**config.mk**
```make
export PLATFORM = sky130hd
export DESIGN_NAME = branch_predict_resolve
export DESIGN_NICKNAME = d
export VERILOG_FILES = /design/src/rtl/branch_pkg.sv /design/src/rtl/bht_table.sv /design/src/rtl/branch_predict_resolve.sv
export SDC_FILE = /design/constraint.sdc
export NUM_CORES = 1
export LEC_CHECK = 0
export ABC_AREA = 0
export CAP_MARGIN = 20
export CORE_ASPECT_RATIO = 1.2
export CORE_UTILIZATION = 50
export CTS_CLUSTER_DIAMETER = 100
export DETAILED_ROUTE_END_ITERATION = 7
export PLACE_DENSITY = 0.88
export RECOVER_POWER = 50
export SLEW_MARGIN = 20
export SYNTH_ARGS = -nofsm -noshare
export SYNTH_HDL_FRONTEND = slang
export SYNTH_SLANG_ARGS = --single-unit
```
**constraint.sdc**
```tcl
create_clock -name clk -period 9.5 [get_ports clk]
set_input_delay 0.95 -clock clk [delete_from_list [all_inputs] [get_ports clk]]
set_output_delay 0.95 -clock clk [all_outputs]
set_load 0.02 [all_outputs]
```
**src/rtl/branch_pkg.sv**
```systemverilog
// Shared branch definitions: funct3 codes, 2-bit counter encodings, opcodes and the
// saturating counter update used by the BHT.
package branch_pkg;

  localparam logic [2:0] BR_BEQ  = 3'b000;
  localparam logic [2:0] BR_BNE  = 3'b001;
  localparam logic [2:0] BR_BLT  = 3'b100;
  localparam logic [2:0] BR_BGE  = 3'b101;
  localparam logic [2:0] BR_BLTU = 3'b110;
  localparam logic [2:0] BR_BGEU = 3'b111;

  typedef enum logic [1:0] {
    SNT = 2'b00,
    WNT = 2'b01,
    WT  = 2'b10,
    ST  = 2'b11
  } bht_cnt_e;

  localparam logic [6:0] OPC_BRANCH = 7'b1100011;
  localparam logic [6:0] OPC_JAL    = 7'b1101111;
  localparam logic [6:0] OPC_JALR   = 7'b1100111;

  function automatic logic [1:0] sat_update(input logic [1:0] cnt, input logic taken);
    logic [1:0] nxt;
    nxt = cnt;
    if (taken && (cnt != 2'(ST)))
      nxt = cnt + 2'd1;
    else if (!taken && (cnt != 2'(SNT)))
      nxt = cnt - 2'd1;
    return nxt;
  endfunction

endpackage

```
**src/rtl/bht_table.sv**
```systemverilog
// Branch history table of 2-bit saturating counters: one combinational read port
// and one saturating-update write port. Reset loads weakly-not-taken everywhere.
module bht_table
  import branch_pkg::*;
#(
  parameter int IDX_W = 6
) (
  input  logic             clk_i,
  input  logic             rst_n_i,
  input  logic [IDX_W-1:0] rd_idx_i,
  output logic [1:0]       rd_cnt_o,
  input  logic             wr_en_i,
  input  logic [IDX_W-1:0] wr_idx_i,
  input  logic             wr_taken_i
);

  localparam int DEPTH = 1 << IDX_W;

  logic [1:0] cnt_q [DEPTH];

  always_ff @(posedge clk_i) begin
    if (!rst_n_i) begin
      for (int i = 0; i < DEPTH; i++) cnt_q[i] <= 2'(WNT);
    end else if (wr_en_i) begin
      cnt_q[wr_idx_i] <= sat_update(cnt_q[wr_idx_i], wr_taken_i);
    end
  end

  // Read is pre-update: a same-cycle write to this index is not bypassed.
  assign rd_cnt_o = cnt_q[rd_idx_i];

endmodule

```
**src/rtl/branch_predict_resolve.sv**
```systemverilog
// Gshare direction predictor (ID side) and branch/JALR resolver (EX side) with a
// registered one-cycle redirect and resolve statistics.
module branch_predict_resolve
  import branch_pkg::*;
#(
  parameter int XLEN  = 32,
  parameter int IDX_W = 6,
  parameter int GHR_W = 6,
  parameter int CNT_W = 32
) (
  input  logic             clk,
  input  logic             rst_n,
  input  logic [XLEN-1:0]  id_pc,
  input  logic [XLEN-1:0]  id_imm,
  input  logic             id_is_branch,
  input  logic             id_is_jal,
  output logic             id_pred_taken,
  output logic [XLEN-1:0]  id_pred_target,
  output logic [IDX_W-1:0] id_pred_idx,
  input  logic             ex_valid,
  input  logic             ex_is_branch,
  input  logic [2:0]       ex_branch_type,
  input  logic             ex_is_jal,
  input  logic             ex_is_jalr,
  input  logic [XLEN-1:0]  ex_pc,
  input  logic [XLEN-1:0]  ex_imm,
  input  logic [XLEN-1:0]  ex_rs1,
  input  logic [XLEN-1:0]  ex_rs2,
  input  logic             ex_pred_taken,
  input  logic [IDX_W-1:0] ex_pred_idx,
  output logic             redirect,
  output logic [XLEN-1:0]  redirect_pc,
  output logic [CNT_W-1:0] br_count,
  output logic [CNT_W-1:0] mispred_count
);

  logic [GHR_W-1:0] ghr_q, ghr_d;
  logic             redirect_q, redirect_d;
  logic [XLEN-1:0]  redirect_pc_q, redirect_pc_d;
  logic [CNT_W-1:0] br_cnt_q, br_cnt_d;
  logic [CNT_W-1:0] mis_cnt_q, mis_cnt_d;

  logic [1:0]       bht_rd_cnt;
  logic             cond_known, cond_taken;
  logic             br_resolve, jalr_resolve, br_mispred;
  logic [XLEN-1:0]  br_target, jalr_sum;
  logic signed [XLEN-1:0] rs1_s, rs2_s;

  // ID: gshare lookup
  assign id_pred_idx    = id_pc[IDX_W+1:2] ^ IDX_W'(ghr_q);
  assign id_pred_taken  = id_is_jal | (id_is_branch & bht_rd_cnt[1]);
  assign id_pred_target = id_pc + id_imm;

  bht_table #(.IDX_W(IDX_W)) u_bht (
    .clk_i      (clk),
    .rst_n_i    (rst_n),
    .rd_idx_i   (id_pred_idx),
    .rd_cnt_o   (bht_rd_cnt),
    .wr_en_i    (br_resolve),
    .wr_idx_i   (ex_pred_idx),
    .wr_taken_i (cond_taken)
  );

  // EX: condition evaluation
  assign rs1_s = ex_rs1;
  assign rs2_s = ex_rs2;

  always_comb begin
    cond_known = 1'b1;
    cond_taken = 1'b0;
    case (ex_branch_type)
      BR_BEQ:  cond_taken = (ex_rs1 == ex_rs2);
      BR_BNE:  cond_taken = (ex_rs1 != ex_rs2);
      BR_BLT:  cond_taken = (rs1_s <  rs2_s);
      BR_BGE:  cond_taken = (rs1_s >= rs2_s);
      BR_BLTU: cond_taken = (ex_rs1 <  ex_rs2);
      BR_BGEU: cond_taken = (ex_rs1 >= ex_rs2);
      default: cond_known = 1'b0;
    endcase
  end

  assign jalr_resolve = ex_valid & ex_is_jalr;
  assign br_resolve   = ex_valid & ex_is_branch & ~ex_is_jalr & ~ex_is_jal & cond_known;
  assign br_mispred   = br_resolve & (cond_taken != ex_pred_taken);
  assign br_target    = ex_pc + ex_imm;
  assign jalr_sum     = ex_rs1 + ex_imm;

  always_comb begin
    ghr_d         = ghr_q;
    redirect_d    = 1'b0;
    redirect_pc_d = redirect_pc_q;
    br_cnt_d      = br_cnt_q;
    mis_cnt_d     = mis_cnt_q;
    if (jalr_resolve) begin
      redirect_d    = 1'b1;
      redirect_pc_d = {jalr_sum[XLEN-1:1], 1'b0};
      mis_cnt_d     = mis_cnt_q + CNT_W'(1);
    end else if (br_resolve) begin
      ghr_d    = {ghr_q[GHR_W-2:0], cond_taken};
      br_cnt_d = br_cnt_q + CNT_W'(1);
      if (br_mispred) begin
        redirect_d    = 1'b1;
        redirect_pc_d = cond_taken ? br_target : (ex_pc + XLEN'(4));
        mis_cnt_d     = mis_cnt_q + CNT_W'(1);
      end
    end
  end

  // Resolve -> redirect/stat register stage
  always_ff @(posedge clk) begin
    if (!rst_n) begin
      ghr_q         <= '0;
      redirect_q    <= 1'b0;
      redirect_pc_q <= '0;
      br_cnt_q      <= '0;
      mis_cnt_q     <= '0;
    end else begin
      ghr_q         <= ghr_d;
      redirect_q    <= redirect_d;
      redirect_pc_q <= redirect_pc_d;
      br_cnt_q      <= br_cnt_d;
      mis_cnt_q     <= mis_cnt_d;
    end
  end

  assign redirect      = redirect_q;
  assign redirect_pc   = redirect_pc_q;
  assign br_count      = br_cnt_q;
  assign mispred_count = mis_cnt_q;

  logic unused_bits;
  assign unused_bits = ^{id_pc[XLEN-1:IDX_W+2], id_pc[1:0], bht_rd_cnt[0]};

endmodule

```
==> metrics <==
via count=roughly 18000; Max Fclk=167.9 MHz; # fillers=approximately 2700; vias per cell=about 6.3; pin count of the biggest net entering global routing=67; Final Hold Fails=0; CTS tree=yes; Register Area=a little under 0.006 mm2; share of the synthesized area in the top cell type=22.09%; final setup fails=0; ANT cells=0; Mapped Cells=around 2000; Seq cells post-synth=approximately 230; CP arrival=between 5 and 6 ns; CP required=roughly 8.6 ns; DRT iter0 DRCs=1788; Hold Buf Count CTS=0; CTS sink count=231; Fin Clk Skew=between 0.02 and 0.025 ns; endpoint type of the worst setup path=primary output; setup repair bufs after CTS=0; placed inst area=approximately 0.021 mm2; overall routing resource usage=32.86%; Hold WS=0.4809 ns; Leakage=around 8.6 nW; H-tree Lvls=1; row cnt=between 70 and 80; initial core utilization=50.92%; First-pass DRT Iterations=8; number of max-cap violations=0; worst-path maximum fanout=4; initial antenna violation count=1; Design Power=~0.003 W; Total Neg Setup Slack=0 ns; Mapped Area=approximately 0.017 mm2; Die Y=206.3 um; Synth cell types=just over 80; CTS root buffer=clkbuf_16; Clk Latency, worst-skew pair=between 0.5 and 0.6 ns; Synth area leaders=edfxtp_1 (22%), dfxtp_1 (12%), ha_1 (9.3%); WL per Instance=between 20 and 25 um; ys flop type=edfxtp_1; RSZ-0062 raised after global routing=false; PwrDens=~140 mW/mm2; Die ar.=0.03555 mm2; VDD IR max=about 0.12 mV; die span in x=roughly 170 um; Startpoint Class=input port; worst hold path class=flip-flop to flip-flop; Slew Viols, Final=0; number of global-route vias before repair=roughly 18000; Post-DP HPWL=~44 mm; Slew HR=under 10%; final std cell area, no fill=~0.022 mm2; Final period util=62.69%; Worst Tran Pin Value=1.438 ns; Layout area overhead=26.32%; Synth area leader=edfxtp_1; EDFF count, synth=approximately 130; post-cts resize count=0; multi-input logic area=around 0.011 mm2; # DRC=0; Routability Congestion=1.047; Mean Syn Cell Area=~8.6 um2; fin nets=around 2700; Post-DRT Antenna Nets=0; WS Path Type=input port to primary output; Routed WL=59.30 mm; sequential fraction of the synthesis area=33.94%; total grt overflow=0; TritonCTS buffer count=25; min Tclk post-route=between 5 and 6 ns; Worst-path clk slew=approximately 0.07 ns; first-pass GRT wire length=between 90 and 100 mm; IO buf count=~350; outcome=finished clean; CORE AREA=~0.034 mm2; Max clock buf depth=3; syn nets=between 2000 and 2500; I/O pin count=approximately 350; layout cells sized above 1=under 10%; Synth Warn #=0; Async SR Flop Fraction=0%
## critical path, cell delays in order
cell,delay [ns]
clkdlybuf4s50_1,0.49
ha_1,0.36
o21ai_0,0.12
o21ai_0,0.46
a211oi_1,0.19
o31ai_1,0.51
nand2_1,0.10
o2111a_1,0.28
o31ai_1,0.48
a41o_1,0.23
a21oi_1,0.08
xnor2_1,0.13
clkdlybuf4s50_1,0.61
## cell type report
class / instances / area share [%]
clock buffers: 31 / 3.091
clock inverters: 15 / 0.5978
inverters: 74 / 1.264
multi-input cells: 1618 / 49.18
flip-flops and latches: 231 / 26.87
well taps: 456 / 2.596
repair buffers: 366 / 16.40
## registers in the layout, indices dropped and copies added, names as in the netlist
| name | flops |
|---|---|
| u_bht.cnt_q | 128 |
| redirect | 1 |
| br_count | 32 |
| redirect_pc | 32 |
| mispred_count | 32 |
| ghr_q | 6 |
## cells by family after synthesis
| family | after synthesis | synth area share (%) |
|---|---|---|
| AO/OA/AOI/OAI | 487 | 18.45 |
| XOR/XNOR | 148 | 7.494 |
| multiplexers | 48 | 4.279 |
| AND/OR/NAND/NOR | 803 | 22.04 |
| adder cells (fa/ha/maj) | 132 | 9.622 |
| buffers and inverters | 182 | 4.171 |
| flip-flops | 231 | 33.94 |
## placed cells by master (no fill, tap or decap), types with 21 or more instances in the layout
master and count:
nand2_1 269, nand2b_1 30, nor3_1 29, a22oi_1 62, nand4_1 44, dlygate4sd3_1 100
edfxtp_1 128, or3_1 24, clkdlybuf4s50_1 244, nand3_1 123, ha_1 129, clkbuf_16 25
inv_1 73, nor2_1 169, and3_1 42, mux2i_1 26, o21ai_0 88, xor2_1 60
a31oi_1 24, buf_4 21, a21o_1 45, mux4_2 21, a21oi_1 126, xnor2_1 85
dfxtp_1 103
## cell usage after synthesis (10+ instances only)
cell / number
a211oi_1: 15
a21o_1: 45
a21oi_1: 126
a22oi_1: 62
a31oi_1: 24
and2_1: 10
and3_1: 42
and4_1: 15
buf_2: 22
clkbuf_1: 77
dfxtp_1: 103
edfxtp_1: 128
ha_1: 129
inv_1: 73
mux2i_1: 26
mux4_2: 21
nand2_1: 269
nand2b_1: 30
nand3_1: 123
nand4_1: 44
nor2_1: 170
nor2b_1: 14
nor3_1: 29
o211ai_1: 16
o21ai_0: 88
or3_1: 24
xnor2_1: 85
xor2_1: 62
## path summary, 6_finish.rpt
check | start | endpoint | slack [ns] | depth (start not counted)
max | id_pc[3] | id_pred_target[31] | 3.54 | 13
min | ghr_q[5] | ghr_q[5] | 0.48 | 2
min reg2reg | ghr_q[5] | ghr_q[5] | 0.48 | 2
max reg2reg | u_bht.cnt_q[9][0] | u_bht.cnt_q[12][0] | 5.91 | 11
## stage by stage
stage	worst slack, ns	std cells	util (%)
CTS	3.569	2791	64.35
floorplan	4.780	2031	-
global route	3.249	2791	64.33
detailed placement	3.577	2745	61.98
finish	3.545	2791	64.33
global placement	3.635	2745	61.98
## report_power, final
part / total [W] / switching (W) / internal, W
Sequential: 0.00109 / 0.0000178 / 0.00107
Clock: 0.000980 / 0.000436 / 0.000544
Combinational: 0.000921 / 0.000540 / 0.000381
## per-layer routing
layer	global-route usage, %	routed length, um	vias up
li1	-	-	8021
met1	34.19	20080	8181
met2	59.53	29310	1143
met3	6.626	6021	275
met4	21.37	3873	2
met5	0	13	-
Note: power is estimated with default switching activity, not from simulation.
